### src/rtl/gshare_pht_if.sv
// Gshare PHT port bundle: predict request/response, EX-side training and status.
// Latency: n/a (signal bundle only).
// Backpressure: none; stall is a plain level that freezes the predict-side response.
//
// master: the front end / GHR side that drives lookups and training.
// slave : the pattern history table itself.
interface gshare_pht_if #(
  parameter int GH_W = 32,
  parameter int PC_W = 32
);
  // predict side
  logic            stall;
  logic [PC_W-1:0] pc_pdc;
  logic [GH_W-1:0] gh;
  logic            taken_pdc;
  logic [1:0]      ctr_pdc;
  // update side
  logic            update_en;
  logic            is_jump_ex;
  logic [PC_W-1:0] pc_ex;
  logic [GH_W-1:0] gh_ex;
  logic            taken_ex;
  logic            mis_pdc;
  // status
  logic            init_busy;
  logic [31:0]     mis_cnt;

  modport master (
    output stall, pc_pdc, gh, update_en, is_jump_ex, pc_ex, gh_ex, taken_ex, mis_pdc,
    input  taken_pdc, ctr_pdc, init_busy, mis_cnt
  );

  modport slave (
    input  stall, pc_pdc, gh, update_en, is_jump_ex, pc_ex, gh_ex, taken_ex, mis_pdc,
    output taken_pdc, ctr_pdc, init_busy, mis_cnt
  );
endinterface

### src/rtl/gshare_pht.sv
// Gshare pattern history table of 2^IDX_W 2-bit saturating counters with init sweep.
// Latency: prediction is combinational (0 cycles); a trained value is readable next cycle.
// Backpressure: none; stall freezes the predict outputs, training is never blocked.
//
// Ports: clk, rstn (async active-low); bus (gshare_pht_if.slave) carries
//   predict  : stall, pc_pdc, gh -> taken_pdc, ctr_pdc
//   training : update_en, is_jump_ex, pc_ex, gh_ex, taken_ex, mis_pdc
//   status   : init_busy (sweep running), mis_cnt (saturating mispredict count)
// Optional feature: define PHT_BYPASS_EN to forward a same-cycle update on the
// predicted index into taken_pdc/ctr_pdc.
module gshare_pht #(
  parameter int         IDX_W    = 10,
  parameter int         GH_W     = 32,
  parameter int         PC_W     = 32,
  parameter logic [1:0] INIT_CTR = 2'b01
) (
  input logic         clk,
  input logic         rstn,
  gshare_pht_if.slave bus
);

  localparam int TBL_N = 1 << IDX_W;

  typedef enum logic {
    S_INIT = 1'b0,
    S_RUN  = 1'b1
  } state_t;

  state_t           state;
  logic [IDX_W-1:0] sweep_ptr;
  logic             init_busy;
  logic [31:0]      mis_cnt;

  logic [1:0]       pht [TBL_N];

  logic [IDX_W-1:0] idx_p;
  logic [IDX_W-1:0] idx_u;
  logic             upd_qual;
  logic [1:0]       ctr_cur;
  logic [1:0]       ctr_new;
  logic [1:0]       ctr_rd;
  logic [1:0]       ctr_live;
  logic [1:0]       ctr_hold;
  logic [1:0]       ctr_out;

  // PC bits [1:0] are the instruction alignment and carry no branch identity.
  assign idx_p = bus.pc_pdc[IDX_W+1:2] ^ bus.gh[IDX_W-1:0];
  assign idx_u = bus.pc_ex[IDX_W+1:2]  ^ bus.gh_ex[IDX_W-1:0];

  // Training is dropped entirely while the sweep owns the write port.
  assign upd_qual = bus.update_en & bus.is_jump_ex & (state == S_RUN);

  assign ctr_cur = pht[idx_u];

  always_comb begin
    ctr_new = ctr_cur;
    if (bus.taken_ex) begin
      if (ctr_cur != 2'b11) ctr_new = ctr_cur + 2'd1;
    end else begin
      if (ctr_cur != 2'b00) ctr_new = ctr_cur - 2'd1;
    end
  end

  // Single write port: the sweep has priority and only runs in INIT, so it
  // never competes with training. No reset: contents are rebuilt by the sweep.
  always_ff @(posedge clk) begin
    if (state == S_INIT) begin
      pht[sweep_ptr] <= INIT_CTR;
    end else if (upd_qual) begin
      pht[idx_u] <= ctr_new;
    end
  end

  // Init sweep FSM plus the mispredict counter; init_busy is registered
  // alongside the state so it drops on the same edge as the move to RUN.
  always_ff @(posedge clk or negedge rstn) begin
    if (!rstn) begin
      state     <= S_INIT;
      sweep_ptr <= '0;
      init_busy <= 1'b1;
      mis_cnt   <= '0;
    end else begin
      case (state)
        S_INIT: begin
          sweep_ptr <= sweep_ptr + 1'b1;
          if (sweep_ptr == {IDX_W{1'b1}}) begin
            state     <= S_RUN;
            init_busy <= 1'b0;
          end
        end
        S_RUN: begin
          if (upd_qual && bus.mis_pdc && (mis_cnt != 32'hFFFF_FFFF)) begin
            mis_cnt <= mis_cnt + 32'd1;
          end
        end
        default: state <= S_INIT;
      endcase
    end
  end

  // Prediction read. With forwarding, a same-cycle qualified update on the
  // looked-up entry is shown immediately instead of the stored value.
`ifdef PHT_BYPASS_EN
  assign ctr_rd = (upd_qual && (idx_u == idx_p)) ? ctr_new : pht[idx_p];
`else
  assign ctr_rd = pht[idx_p];
`endif

  // Table contents are meaningless until the sweep finishes, so mask to 0.
  assign ctr_live = init_busy ? 2'b00 : ctr_rd;

  // Captures the live response every non-stalled cycle; while stalled the
  // front end keeps seeing the response it already acted on.
  always_ff @(posedge clk or negedge rstn) begin
    if (!rstn) begin
      ctr_hold <= 2'b00;
    end else if (!bus.stall) begin
      ctr_hold <= ctr_live;
    end
  end

  assign ctr_out       = bus.stall ? ctr_hold : ctr_live;
  assign bus.ctr_pdc   = ctr_out;
  assign bus.taken_pdc = ctr_out[1];
  assign bus.init_busy = init_busy;
  assign bus.mis_cnt   = mis_cnt;

  // Bits outside the index window are intentionally not used.
  logic unused_pc_bits;
  assign unused_pc_bits = ^{bus.pc_pdc[PC_W-1:IDX_W+2], bus.pc_pdc[1:0],
                            bus.pc_ex[PC_W-1:IDX_W+2], bus.pc_ex[1:0]};

  generate
    if (GH_W > IDX_W) begin : g_gh_hi
      logic unused_gh_bits;
      assign unused_gh_bits = ^{bus.gh[GH_W-1:IDX_W], bus.gh_ex[GH_W-1:IDX_W]};
    end
  endgenerate

endmodule
### src/flat_wrapper.sv
// flat-port wrapper written by rule: the top's interface ports become plain ports
module gshare_pht_flat 
#(
  parameter int         IDX_W    = 10,
  parameter int         GH_W     = 32,
  parameter int         PC_W     = 32,
  parameter logic [1:0] INIT_CTR = 2'b01
)
  (clk, rstn, bus_stall, bus_pc_pdc, bus_gh, bus_update_en, bus_is_jump_ex, bus_pc_ex, bus_gh_ex, bus_taken_ex, bus_mis_pdc, bus_taken_pdc, bus_ctr_pdc, bus_init_busy, bus_mis_cnt);
  gshare_pht_if #(.GH_W(GH_W), .PC_W(PC_W)) bus_i ();
  input logic clk;
  input logic rstn;
  input wire logic [$bits(bus_i.stall)-1:0] bus_stall;
  input wire logic [$bits(bus_i.pc_pdc)-1:0] bus_pc_pdc;
  input wire logic [$bits(bus_i.gh)-1:0] bus_gh;
  input wire logic [$bits(bus_i.update_en)-1:0] bus_update_en;
  input wire logic [$bits(bus_i.is_jump_ex)-1:0] bus_is_jump_ex;
  input wire logic [$bits(bus_i.pc_ex)-1:0] bus_pc_ex;
  input wire logic [$bits(bus_i.gh_ex)-1:0] bus_gh_ex;
  input wire logic [$bits(bus_i.taken_ex)-1:0] bus_taken_ex;
  input wire logic [$bits(bus_i.mis_pdc)-1:0] bus_mis_pdc;
  output wire logic [$bits(bus_i.taken_pdc)-1:0] bus_taken_pdc;
  output wire logic [$bits(bus_i.ctr_pdc)-1:0] bus_ctr_pdc;
  output wire logic [$bits(bus_i.init_busy)-1:0] bus_init_busy;
  output wire logic [$bits(bus_i.mis_cnt)-1:0] bus_mis_cnt;
  assign bus_i.stall = bus_stall;
  assign bus_i.pc_pdc = bus_pc_pdc;
  assign bus_i.gh = bus_gh;
  assign bus_i.update_en = bus_update_en;
  assign bus_i.is_jump_ex = bus_is_jump_ex;
  assign bus_i.pc_ex = bus_pc_ex;
  assign bus_i.gh_ex = bus_gh_ex;
  assign bus_i.taken_ex = bus_taken_ex;
  assign bus_i.mis_pdc = bus_mis_pdc;
  assign bus_taken_pdc = bus_i.taken_pdc;
  assign bus_ctr_pdc = bus_i.ctr_pdc;
  assign bus_init_busy = bus_i.init_busy;
  assign bus_mis_cnt = bus_i.mis_cnt;
  gshare_pht #(.IDX_W(IDX_W), .GH_W(GH_W), .PC_W(PC_W), .INIT_CTR(INIT_CTR)) u_core (.clk(clk), .rstn(rstn), .bus(bus_i));
endmodule
### config.mk
export PLATFORM = sky130hd
export DESIGN_NAME = gshare_pht_flat
export DESIGN_NICKNAME = d
export VERILOG_FILES = /design/src/rtl/gshare_pht_if.sv /design/src/rtl/gshare_pht.sv /design/src/flat_wrapper.sv
export SDC_FILE = /design/constraint.sdc
export NUM_CORES = 2
export LEC_CHECK = 0
export CORE_MARGIN = 8
export CORE_UTILIZATION = 25
export DETAILED_ROUTE_END_ITERATION = 12
export PLACE_DENSITY_LB_ADDON = 0.25
export SYNTH_ARGS = -nofsm -noshare
export SYNTH_HDL_FRONTEND = slang
export SYNTH_SLANG_ARGS = --single-unit
### constraint.sdc
create_clock -name clk -period 40.7 [get_ports clk]
set_input_delay 10.175 -clock clk [delete_from_list [all_inputs] [get_ports clk]]
set_output_delay 10.175 -clock clk [all_outputs]
set_load 0.02 [all_outputs]
==> flow_metrics.tcl <==
set metrics [dict create \
    status "complete, no violations" \
    fmax_mhz 35.4 \
    hold_viol 0 \
    ant_nets 0 \
    root_buffer "clkbuf_16" \
    place_inst 11505 \
    wl_per_cell_um 32.7 \
    ys_seq_area_frac 0.617 \
    ctsHoldBuffers 0 \
    design_power_total_uw 4960 \
    skew_ns 0.0816 \
    yosysWarnings 0 \
    cts_sinks 2094 \
    hp-class "flip-flop to flip-flop" \
    dieWidth_um 654 \
    setup_viol 0 \
    vias 64853 \
    r2r_setup_slack_ns 33.26 \
    insertion_delay_ns 0.93 \
    hp-start "u_core.bus.mis_cnt[19]" \
    cts.reportedPaths.clkPinSlew_ns 0.06 \
    worst_pin_slew_ns 1.27 \
    antenna_found_initial 34 \
    cp_data_arrival_time_ns 18.08 \
    end_kind "output pin" \
    placed_cell_area_mm2 0.109 \
    portBuffers 82 \
    rsz0062_at_grt "false" \
    h-tree-depth 4 \
    synthDistinctLibCells 79 \
    synth_area_per_cell_um2 16.1 \
    totalWireLength_um 392000 \
    drtIter0Drc 8069 \
    io_pins 171 \
    clockBufferDepth 4 \
    min_period_ns 28.25 \
    dominantRegCellSynth "edfxtp_1" \
    r2r_end "u_core.pht[668][0]" \
    slew_headroom 0.145 \
    p_leak_uw 0.0345 \
    drv_cap 0 \
    die_y_um 654 \
    required_ns 30.52 \
    first_pass_iters 6 \
    nNetsFinal 6457 \
    start_util 0.251 \
    synth.area.top_cells "edfxtp_1 (61%), mux4_2 (21%), nor2_1 (4.0%)" \
    start_kind "input port" \
    slew_violations 0 \
    place_hpwl_um 237000 \
    yosysTopAreaCell "edfxtp_1" \
    hold_depth 1 \
    vdd_ir_drop_max_v 0.0000377 \
    yosysTopAreaCellShare 0.605 \
    synth.most_common_cell "edfxtp_1" \
    async_flop_share 0.0220 \
    reg2reg_from "u_core.pht[81][0]" \
    grt_max_degree 235 \
    post_cts_buffers 0 \
    rows 234 \
    synth_cells 6324 \
    first_global_vias 65973 \
    synth_common_cells "edfxtp_1 (2,048), nor2_1 (1,078), mux4_2 (962)" \
    cts_resized 0 \
    grt_pass1_wl_um 538000 \
    fin_area_mm2 0.117 \
    powerDensity_mw_per_mm2 42.5 \
    timing.hold.ws_ns 0.497 \
    syn_nets 6461 \
    crit_type "input port to output pin" \
    reg2reg_depth 12 \
    grtUsageTotal 0.177 \
    grt.overflow.total 0 \
    final.setup.tns_ns 0 \
    cts_tree "built" \
    ys_ff_latch 2094 \
    drc 0 \
    synth-edff-count 2048 \
    instances_no_fill 11960 \
    design.core.area_mm2 0.406 \
    min_to "u_core.bus.mis_cnt[19]" \
    synthesis.area_mm2 0.102 \
    viasPerCell 5.42 \
    cts_buffers 241 \
    area_growth_pct 14.8 \
    timing.final.crit_share 0.694 \
    place_congestion 0.841 \
    worstPathMaxFanout 83 \
    drive_gt1_frac 0.256 \
    dieArea_mm2 0.427 \
]
[critical path, cell delays in order]
cell and delay, ns:
clkdlybuf4s50_1 0.62, xor2_4 0.16, buf_4 0.45, buf_12 0.59
buf_4 0.62, buf_4 0.68, buf_12 0.63, mux4_2 0.38
a22oi_1 0.10, a21oi_1 0.34, nor4_1 0.16, nor4_1 1.10
o22ai_1 0.25, o41ai_2 0.75, clkdlybuf4s50_1 0.75
[area by class of cell]
type / count / area, µm²
antenna: 18 / 45.0
clock buffer: 281 / 6230
clock inverter: 156 / 1470
fill: 40333 / 289000
inverter: 2 / 7.51
multi-input combinational: 3662 / 36700
sequential: 2094 / 62700
tap: 5428 / 6790
timing repair buffer: 319 / 2780
[how the worst max path moves through the flow]
stage | start | endpoint | slack [ns] | cells past startpoint
6_report | bus_gh[0] | bus_ctr_pdc[0] | 12.45 | 15
5_1_grt | bus_gh[0] | bus_ctr_pdc[0] | 12.12 | 15
4_1_cts | bus_gh[0] | bus_ctr_pdc[0] | 12.32 | 15
3_5_place_dp | bus_gh[0] | bus_ctr_pdc[0] | 12.33 | 15
3_3_place_gp | bus_gh[0] | bus_ctr_pdc[0] | 12.41 | 15
2_1_floorplan | bus_gh_ex[0] | u_core.pht[0][1] | 8.99 | 15
[layer usage]
layer	wire length [µm]	vias to the layer above	part of all wire	GRT usage
li1	-	25624	-	-
met1	154000	35027	0.39	0.231
met2	183000	3426	0.47	0.284
met3	34300	754	0.087	0.0340
met4	20800	22	0.053	0.0835
met5	139	-	0.00035	0
[through the flow]
step / setup slack [ns] / utilization
floorplan: 8.99 / -
global placement: 12.41 / 0.269
detailed placement: 12.33 / 0.269
CTS: 12.32 / 0.288
global route: 12.12 / 0.288
finish: 12.45 / 0.288
[cells by family after synthesis]
family,count (synthesis),share of synthesized area
buffers and inverters,568,0.0293
AO/OA/AOI/OAI,583,0.0426
XOR/XNOR,77,0.00734
adder cells (fa/ha/maj),2,0.000246
multiplexers,1048,0.222
flip-flops,2094,0.617
AND/OR/NAND/NOR,1952,0.0815
[flip-flops by register name (all words and copies together) (netlist names)]
signal                count
u_core.pht             2048
u_core.bus.mis_cnt       32
u_core.sweep_ptr         10
u_core.ctr_hold           2
u_core.bus.init_busy      1
u_core.state              1
[cells in the final DEF, fill, tap and decap left out, types with 36 or more instances in the layout]
master / count
dfrtp_1: 45
mux4_2: 962
nor2_1: 1065
clkinv_2: 68
mux2i_1: 81
a21oi_1: 63
clkdlybuf4s50_1: 81
clkbuf_1: 36
clkbuf_16: 242
buf_4: 222
a211oi_1: 39
and3_1: 53
a22oi_1: 259
clkinv_1: 49
nand3_1: 183
nand2_1: 422
nor4_1: 41
nand4_1: 48
a31oi_1: 40
edfxtp_1: 2048
[power breakdown]
group,internal (µW),switching [µW]
Combinational,137,331
Sequential,2330,0.129
Clock,1260,907
Power figures use the tool's default switching activity.
